[src/rtl/cam_insert_ctrl.sv]
// Request sequencer in front of a CAM: lookup or insert with FIFO replacement.
// Each request is searched once and written only on an insert miss.
module cam_insert_ctrl #(
  parameter int ENTRIES = 32,
  parameter int WIDTH   = 32,
  parameter int IDX_W   = 5
) (
  input  logic             clk,
  input  logic             rst_i,
  input  logic             req_valid_i,
  output logic             req_ready_o,
  input  logic             req_op_i,
  input  logic [WIDTH-1:0] req_key_i,
  output logic             rsp_valid_o,
  input  logic             rsp_ready_i,
  output logic             rsp_hit_o,
  output logic [IDX_W-1:0] rsp_index_o,
  output logic             rsp_evict_o,
  output logic [IDX_W:0]   occupancy_o,
  output logic             cam_search_enable_o,
  output logic [WIDTH-1:0] cam_search_data_o,
  input  logic             cam_search_valid_i,
  input  logic [IDX_W-1:0] cam_search_index_i,
  output logic             cam_write_enable_o,
  output logic [IDX_W-1:0] cam_write_index_o,
  output logic [WIDTH-1:0] cam_write_data_o
);

  typedef enum logic [1:0] {S_IDLE, S_SEARCH, S_WRITE, S_RESP} state_t;

  localparam logic [IDX_W:0]   L_FULL = (IDX_W+1)'(ENTRIES);
  localparam logic [IDX_W-1:0] L_LAST = IDX_W'(ENTRIES - 1);

  state_t           r_state;
  logic             r_op;
  logic [WIDTH-1:0] r_key;
  logic [IDX_W-1:0] r_alloc_ptr;
  logic [IDX_W:0]   r_occ;
  logic             r_req_ready;
  logic             r_search_en;
  logic [WIDTH-1:0] r_search_data;
  logic             r_we;
  logic [IDX_W-1:0] r_widx;
  logic [WIDTH-1:0] r_wdata;
  logic             r_rsp_valid;
  logic             r_hit;
  logic [IDX_W-1:0] r_idx;
  logic             r_evict;
  logic             w_full;

  assign w_full = (r_occ == L_FULL);

  always_ff @(posedge clk) begin
    if (rst_i) begin
      r_state       <= S_IDLE;
      r_op          <= 1'b0;
      r_key         <= '0;
      r_alloc_ptr   <= '0;
      r_occ         <= '0;
      r_req_ready   <= 1'b1;
      r_search_en   <= 1'b0;
      r_search_data <= '0;
      r_we          <= 1'b0;
      r_widx        <= '0;
      r_wdata       <= '0;
      r_rsp_valid   <= 1'b0;
      r_hit         <= 1'b0;
      r_idx         <= '0;
      r_evict       <= 1'b0;
    end else begin
      case (r_state)
        S_IDLE: begin
          if (req_valid_i && r_req_ready) begin
            r_op          <= req_op_i;
            r_key         <= req_key_i;
            r_req_ready   <= 1'b0;
            r_search_en   <= 1'b1;
            r_search_data <= req_key_i;
            r_state       <= S_SEARCH;
          end
        end
        S_SEARCH: begin
          r_search_en   <= 1'b0;
          r_search_data <= '0;
          if (r_op && !cam_search_valid_i) begin
            // Insert miss: claim the oldest slot; evict if every slot is taken.
            r_we    <= 1'b1;
            r_widx  <= r_alloc_ptr;
            r_wdata <= r_key;
            r_hit   <= 1'b0;
            r_idx   <= r_alloc_ptr;
            r_evict <= w_full;
            r_state <= S_WRITE;
          end else begin
            r_hit       <= cam_search_valid_i;
            r_idx       <= cam_search_valid_i ? cam_search_index_i : '0;
            r_evict     <= 1'b0;
            r_rsp_valid <= 1'b1;
            r_state     <= S_RESP;
          end
        end
        S_WRITE: begin
          r_we        <= 1'b0;
          r_widx      <= '0;
          r_wdata     <= '0;
          r_alloc_ptr <= (r_alloc_ptr == L_LAST) ? '0 : r_alloc_ptr + 1'b1;
          if (!w_full) r_occ <= r_occ + 1'b1;
          r_rsp_valid <= 1'b1;
          r_state     <= S_RESP;
        end
        S_RESP: begin
          if (rsp_ready_i) begin
            r_rsp_valid <= 1'b0;
            r_hit       <= 1'b0;
            r_idx       <= '0;
            r_evict     <= 1'b0;
            r_req_ready <= 1'b1;
            r_state     <= S_IDLE;
          end
        end
        default: r_state <= S_IDLE;
      endcase
    end
  end

  assign req_ready_o         = r_req_ready;
  assign rsp_valid_o         = r_rsp_valid;
  assign rsp_hit_o           = r_hit;
  assign rsp_index_o         = r_idx;
  assign rsp_evict_o         = r_evict;
  assign occupancy_o         = r_occ;
  assign cam_search_enable_o = r_search_en;
  assign cam_search_data_o   = r_search_data;
  assign cam_write_enable_o  = r_we;
  assign cam_write_index_o   = r_widx;
  assign cam_write_data_o    = r_wdata;

endmodule
[config.mk]
export PLATFORM = sky130hd
export DESIGN_NAME = cam_insert_ctrl
export DESIGN_NICKNAME = d
export VERILOG_FILES = /design/src/rtl/cam_insert_ctrl.sv
export SDC_FILE = /design/constraint.sdc
export NUM_CORES = 1
export LEC_CHECK = 0
export ABC_AREA = 1
export CAP_MARGIN = 20
export CORE_ASPECT_RATIO = 1.5
export CORE_MARGIN = 3
export CORE_UTILIZATION = 43
export CTS_CLUSTER_DIAMETER = 40
export DETAILED_ROUTE_END_ITERATION = 10
export GPL_ROUTABILITY_DRIVEN = 0
export PLACE_DENSITY = 0.76
export SYNTH_ARGS = -nofsm -noshare
export SYNTH_HDL_FRONTEND = slang
export SYNTH_SLANG_ARGS = --single-unit
[constraint.sdc]
create_clock -name clk -period 2.2 [get_ports clk]
set_input_delay 0.22 -clock clk [delete_from_list [all_inputs] [get_ports clk]]
set_output_delay 0.22 -clock clk [all_outputs]
set_load 0.05 [all_outputs]
-- Word level (Yosys, flattened, before mapping)
Cells that the tools add are included.
- add/sub/neg operators: 2
- bitwise logic cells: 1
- mux-type cells: 29
- reductions and logical operators: 17
- eq/ne operators: 9
- operator list (operator ; number):
    $pmux W32 S2 ; 2
    $mux W32 ; 2
    $mux W5 ; 5
    $pmux W5 S2 ; 2
    $reduce_and A2 Y1 ; 6
    $pmux W1 S2 ; 5
    $mux W1 ; 9
    $ne A2 B2 Y1 const B ; 4
    $pmux W2 S4 ; 1
    $reduce_bool A2 Y1 ; 4
    $add A6 B1 Y6 const B ; 1
    $eq A6 B6 Y1 const B ; 1
    $reduce_and A3 Y1 ; 2
    $add A5 B1 Y5 const B ; 1
    $eq A5 B5 Y1 const B ; 1
    $eq A2 B2 Y1 const B ; 2
    $mux W2 ; 2
    $pmux W1 S3 ; 1
    $reduce_bool A3 Y1 ; 1
    $eq A2 B1 Y1 const B ; 1
    $logic_and A1 B1 Y1 ; 2
    $logic_not A2 Y1 ; 1
    $logic_not A1 Y1 ; 1
    $not A1 Y1 ; 1
- register bits after elaboration: 126
- logic and storage cells: 73
- output and inout port bits: 86
- bits of input ports: 43

-- Logic depth before layout (Yosys ltp)
Gate-level depths: netlist of the first run.
- word-level depth: 4
- depth in mapped cells: 10
- gate-level depth less buffers: 8

-- Least setup slack after synthesis of the first run
OpenSTA, ideal clock, no wires.
- path type: register to register
- from: reg r_occ[0], in the netlist occupancy_o[0]
- to: reg r_occ[3], in the netlist occupancy_o[3]
- cell stages (with the launch flop): 7
- slack: 0.624 ns
- data arrival time: 1.460 ns
- cell sequence: dfxtp_1 > inv_1 > ha_1 > nand3_1 > nand2_1 > o21ai_0 > nor2_1
- longest elaborated chain between the ends: 3
- ends and longest elaborated chain (item ; line ; text):
    start, declared ; 38 ; logic [IDX_W:0] r_occ;
    start signal, assigned ; 107 ; if (!w_full) r_occ <= r_occ + 1'b1;
    branches (longest 3 deep; another with $add A6 B1 Y6) ; n/a ;
Parallel ways; which one is timed is not known.
A chain may end at the register's enable or synchronous reset.

-- Worst setup path in the final report of the first run
- from: reg r_state[0]
- to: reg r_widx[2], in the netlist cam_write_index_o[2]
- longest elaborated chain between the ends: 3
- ends and longest elaborated chain (item ; line ; text):
    start, declared ; 34 ; state_t r_state;
    start signal, assigned ; 55 ; r_state <= S_IDLE;
    start signal, assigned ; 79 ; r_state <= S_SEARCH;
    start signal, assigned ; 93 ; r_state <= S_WRITE;
    $eq A2 B1 Y1 or $eq A2 B2 Y1 (tied branches) ; 71 ; case (r_state)
    $ne A2 B2 Y1 (no line) or $reduce_bool A2 Y1 (tied branches) ; n/a ;
    $reduce_and A2 Y1 (no line) ; n/a ;
    end signal, assigned ; 88 ; r_widx <= r_alloc_ptr;
    end, declared ; 43 ; logic [IDX_W-1:0] r_widx;
Parallel ways exist; a longest one is shown, timed or not.

==> results of run 1 <==
==> synthesized netlist by cell type <==
master    count  area (µm²)
a21oi_1     123       615.6
and2_1        1       6.260
buf_2        12       60.06
buf_4         3       22.52
buf_6         5       56.30
clkbuf_1     22       82.58
clkinv_1      1       3.750
dfxtp_1     126        2522
ha_1          8       100.1
inv_1        22       82.58
inv_2         3       11.26
nand2_1     180       675.7
nand2_2       1       6.260
nand2_4       1       11.26
nand3_1      80       400.4
nand3_2       1       10.01
nand4_1       2       12.51
nor2_1       12       45.04
nor2_4        1       11.26
nor3_1        1       5.000
o21ai_0      15       75.07
o21ai_1       1       5.000
xor2_1        2       17.52
==> per-layer routing <==
layer  part of all wire [%]  track usage (%)
met1                     39            24.45
met5                      0                0
met4                    2.6            8.231
met3                    6.5            6.312
met2                     52            38.55
==> cell type report <==
class	count	area share [%]
clock buffer	21	6.752
clock inverter	11	2.404
inverter	26	1.431
multi-input combinational	429	29.28
sequential	126	36.99
tap	144	2.642
timing repair buffer	140	20.50
==> flip-flops by register name, summed over array words and instances, names as in the netlist <==
name and flops:
cam_search_data_o 32, cam_write_data_o 32, r_key 32, occupancy_o 6, cam_write_index_o 5, r_alloc_ptr 5, rsp_index_o 5, r_state 2
cam_search_enable_o 1, cam_write_enable_o 1, r_op 1, req_ready_o 1, rsp_evict_o 1, rsp_hit_o 1, rsp_valid_o 1
==> critical path: stages, from the launching register on <==
cell     delay, ns
dfxtp_1       0.39
inv_1         0.08
ha_1          0.38
nand2_1       0.16
nand2_2       0.08
inv_2         0.47
nand2_1       0.16
a21oi_1       0.17
==> final timing paths <==
kind                                        to  slack (ns)  depth (start not counted)                     from
max          cam_write_index_o[2]$_SDFFE_PP0P_        0.21                          7  r_state[0]$_SDFFE_PP0P_
min                      r_key[5]$_SDFFE_PP0P_        0.19                          2                    rst_i
max reg2reg  cam_write_index_o[2]$_SDFFE_PP0P_        0.21                          7  r_state[0]$_SDFFE_PP0P_
min reg2reg             r_key[20]$_SDFFE_PP0P_        0.46                          2   r_key[20]$_SDFFE_PP0P_
==> power by group <==
| group | internal (mW) | leakage [nW] | switching, mW | total, mW |
|---|---|---|---|---|
| registers | 2.63 | 1.02 | 0.226 | 2.85 |
| logic | 0.895 | 1.13 | 2.04 | 2.93 |
| clock network | 1.95 | 0.303 | 0.972 | 2.92 |
==> cells by family (layout without fill, tap and decap cells) <==
group	count (synthesis)	after routing	synth area share, %
AND/OR/NAND/NOR	280	280	24.46
adder cells (fa/ha/maj)	8	8	2.069
AO/OA/AOI/OAI	139	139	14.38
XOR/XNOR	2	2	0.3621
flip-flops	126	126	52.13
buffers and inverters	68	198	6.594
==> what timing repair did <==
| action | 4_1_cts | 5_1_grt |
|---|---|---|
| resized for setup | 0 | 1 |
| setup endpoints to repair | 0 | 1 |
| buffers inserted | 0 | 0 |
==> stage by stage <==
stage	setup slack (ns)	hold slack (ns)	power [mW]	utilization, %	area (µm²)
after floorplan	0.6240	0.3638	4.941	-	4838
after global placement	0.3081	0.4487	5.714	57.52	6191
after detailed placement	0.2217	0.4560	5.776	57.52	6191
after CTS	0.2072	0.1796	8.714	63.32	6815
after global routing	0.01304	0.1939	9.102	63.36	6819
final	0.2139	0.1877	8.702	63.36	6819
==> cell usage in the layout, fill, tap and decap left out, drive strengths merged, types with 2 or more instances in the layout <==
cell type	Yosys	routed
a21oi	123	123
buf	20	13
bufinv	0	4
clkbuf	22	21
clkdlybuf4s50	0	127
clkinv	1	6
clkinvlp	0	2
dfxtp	126	126
ha	8	8
inv	25	25
nand2	182	182
nand3	81	81
nand4	2	2
nor2	13	13
o21ai	16	16
xor2	2	2
==> results_dict.tcl, run 1 <==
set metrics [dict create \
    drv_slew 0 \
    drc 0 \
    die_x_um 92.61 \
    grt_usage_pct 21.71 \
    critPathMaxFanout 38 \
    fp.dieH_um 135.9 \
    slew-limit-headroom_pct 57.60 \
    grt_pass1_wl_um 21780 \
    final_cell_count_no_fill 897 \
    post-route-period-util_pct 90.28 \
    clockBufferDepth 2 \
    register_area_um2 2522 \
    cp-start-kind "flop" \
    wl_um 13650 \
    synthCells 623 \
    clock_sinks 126 \
    grt_max_degree 39 \
    synth.ff_latch_count 126 \
    clkTransAtPathRegs_ns 0.06 \
    clock.fmax_mhz 503.5 \
    rsz0062_at_grt "no" \
    io_pins 129 \
    core-area_um2 10760 \
    hold_class "in2reg" \
    routed_via_density 5.169 \
    dp_cells 865 \
    wl_per_cell_um 15.22 \
    skew_ns 0.008688 \
    antenna_found_initial 0 \
    p_per_area_nw_per_um2 1276 \
    hpwlAfterDp_um 9562 \
    vias 4637 \
    setup_viol 0 \
    period_needed_ns 1.986 \
    grt_pass1_vias 4563 \
    required_ns 2.53 \
    worstMarginPinSlew_ns 0.6351 \
    num-fill-cells 932 \
    cts_tree "yes" \
    status "finished, final reports clean" \
    initial_core_util_pct 44.95 \
    overflow 0 \
    ys_types 23 \
    syn-num-nets 674 \
    ys_seq_area_share_pct 52.13 \
    ys.warnings.count 0 \
    insertion_delay_ns 0.41 \
    area_delta_synth_final_pct 40.94 \
    layout-drive-gt1-share_pct 6.640 \
    drtAntennaViolNets 0 \
    numCtsBuffers 17 \
    antenna_cells 0 \
    die-area_um2 12590 \
    leakagePower_nw 2.461 \
    endpoint_kind "flop" \
    drt-initial-drc-count 271 \
    root_buffer "clkbuf_16" \
    vdd_drop_max_v 0.0006476 \
    cts_hold_buffers 0 \
    cp.arrival_ns 2.32 \
    hold_viol 0 \
    cap_viol_max_count 0 \
    syn_area_per_cell_um2 7.766 \
    drtPass1Iterations 6 \
    port_buffers 128 \
    ctsHtreeMaxLevel 4 \
    path_class "reg2reg" \
    tns_ns 0 \
    rows 46 \
    multi_input_area_um2 1997 \
    synth_area_um2 4838 \
    nets 791 \
]
No activity file was read; power rests on OpenSTA's default activity.
==> run 2: changes to the inputs <==
CORE_UTILIZATION = 52   (was 43)
PLACE_DENSITY = 0.89   (was 0.76)
REMOVE_ABC_BUFFERS = 1   (was not set)
==> run 2 against run 1 <==
Against the previous run:
- setup slack worse by 0.0014 ns
- register-to-register slack barely moved
- clock power decreased by 10%
- design area is 1.4% lower
- non-clock buffer count fell by 2
- clock skew is 0.0027 ns lower
==> results_dict.tcl, run 2 (synthesis gave the netlist of run 1 again) <==
set metrics [dict create \
    grt_pass1_wl_um 20760 \
    p_per_area_nw_per_um2 1258 \
    worstMarginPinSlew_ns 0.5781 \
    vias 4656 \
    layout-drive-gt1-share_pct 6.391 \
    path_class "reg2reg" \
    antenna_found_initial 0 \
    overflow 0 \
    wl_per_cell_um 15.43 \
    num-fill-cells 668 \
    cts_tree "yes" \
    grt_usage_pct 24.74 \
    root_buffer "clkbuf_16" \
    fp.dieH_um 124.1 \
    drt-initial-drc-count 265 \
    io_pins 129 \
    rsz0062_at_grt "no" \
    setup_viol 0 \
    die_x_um 84.76 \
    required_ns 2.54 \
    layout_common_cells "nand2_1 (180), clkdlybuf4s50_1 (127), dfxtp_1 (126)" \
    port_buffers 128 \
    clock_sinks 126 \
    hpwlAfterDp_um 8372 \
    drtPass1Iterations 5 \
    cap_viol_max_count 0 \
    vdd_drop_max_v 0.0009352 \
    status "finished, final reports clean" \
    final_common_cell "nand2_1" \
    cp-start-kind "flop" \
    post-route-period-util_pct 90.34 \
    grt_pass1_vias 4525 \
    setup_slack_ns 0.2125 \
    hold_ws_ns 0.2895 \
    critPathMaxFanout 38 \
    area_delta_synth_final_pct 38.94 \
    drv_slew 0 \
    clkTransAtPathRegs_ns 0.05 \
    cp.arrival_ns 2.32 \
    slew-limit-headroom_pct 61.34 \
    core-area_um2 8934 \
    pre_cts_slack_ns 0.1731 \
    period_needed_ns 1.987 \
    clockBufferDepth 2 \
    ctsHtreeMaxLevel 4 \
    insertion_delay_ns 0.41 \
    skew_ns 0.006031 \
    register_area_um2 2522 \
    utilization_pct 75.25 \
    routed_via_density 5.408 \
    total_power_mw 8.458 \
    drc 0 \
    initial_core_util_pct 54.16 \
    numCtsBuffers 17 \
    grt_max_degree 75 \
    antenna_cells 0 \
    endpoint_kind "flop" \
    nets 790 \
    hold_viol 0 \
    drtAntennaViolNets 0 \
    die-area_um2 10520 \
    multi_input_area_um2 1997 \
    rows 42 \
    clock.fmax_mhz 503.1 \
    leakagePower_nw 2.426 \
    wl_um 13290 \
    hold_class "in2reg" \
]
-- run 2: area by class of cell --
| cell class | count | share of cell area (%) |
|---|---|---|
| Timing Repair inverter | 1 | 0.1117 |
| Multi-Input combinational cell | 429 | 29.70 |
| Clock buffer | 25 | 7.519 |
| Sequential cell | 126 | 37.52 |
| Timing Repair Buffer | 138 | 20.70 |
| Tap cell | 110 | 2.047 |
| Inverter | 26 | 1.545 |
| Clock inverter | 6 | 0.8561 |
-- run 2: path summary, 6_finish.rpt --
path                                          start                                end  slack (ns)  depth (start not counted)
setup / recovery            r_state[1]$_SDFFE_PP0P_  cam_write_data_o[15]$_SDFFE_PP0P_        0.21                          9
hold reg to reg   cam_search_data_o[0]$_SDFFE_PP0P_  cam_search_data_o[0]$_SDFFE_PP0P_        0.46                          2
hold / removal                                rst_i             r_key[15]$_SDFFE_PP0P_        0.29                          2
setup reg to reg            r_state[1]$_SDFFE_PP0P_  cam_write_data_o[15]$_SDFFE_PP0P_        0.21                          9
-- run 2: worst max-delay path, stage by stage, from the launching register on --
cell and delay, ns:
dfxtp_1 0.36, inv_1 0.09, ha_1 0.27, inv_2 0.11, buf_4 0.20, nand2_1 0.08, nand2_2 0.11, buf_4 0.37
nand3_1 0.17, a21oi_1 0.16
-- run 2: stage by stage --
stage | setup TNS [ns] | cells | instance area, µm²
floorplan | -1.825 | 581 | 4617
global route | 0 | 861 | 6723
global placement | 0 | 827 | 6131
CTS | 0 | 858 | 6694
finish | 0 | 861 | 6723
detailed placement | 0 | 827 | 6131
-- run 2: report_power, final --
group / switching, mW / internal (mW)
clock: 0.931 / 1.69
combinational: 2.10 / 0.902
sequential: 0.210 / 2.63
total: 3.24 / 5.22
-- run 2: metal layers --
layer / GRT usage [%] / routed length, µm
met4: 11.49 / 371
met2: 46.47 / 7268
met1: 25.88 / 4950
met5: 0 / 0
met3: 5.692 / 695
-- run 2: what timing repair did --
item | 4_1_cts | 5_1_grt
gates resized for setup | 0 | 5
setup buffers | 0 | 2
hold buffers | 0 | 0
endpoints found under the setup margin | 0 | 35
==> run 3: changes to the inputs <==
SLEW_MARGIN = 20   (was not set)
==> results of run 3 <==
Final layout, timing and power as in run 2 (identical DEF).
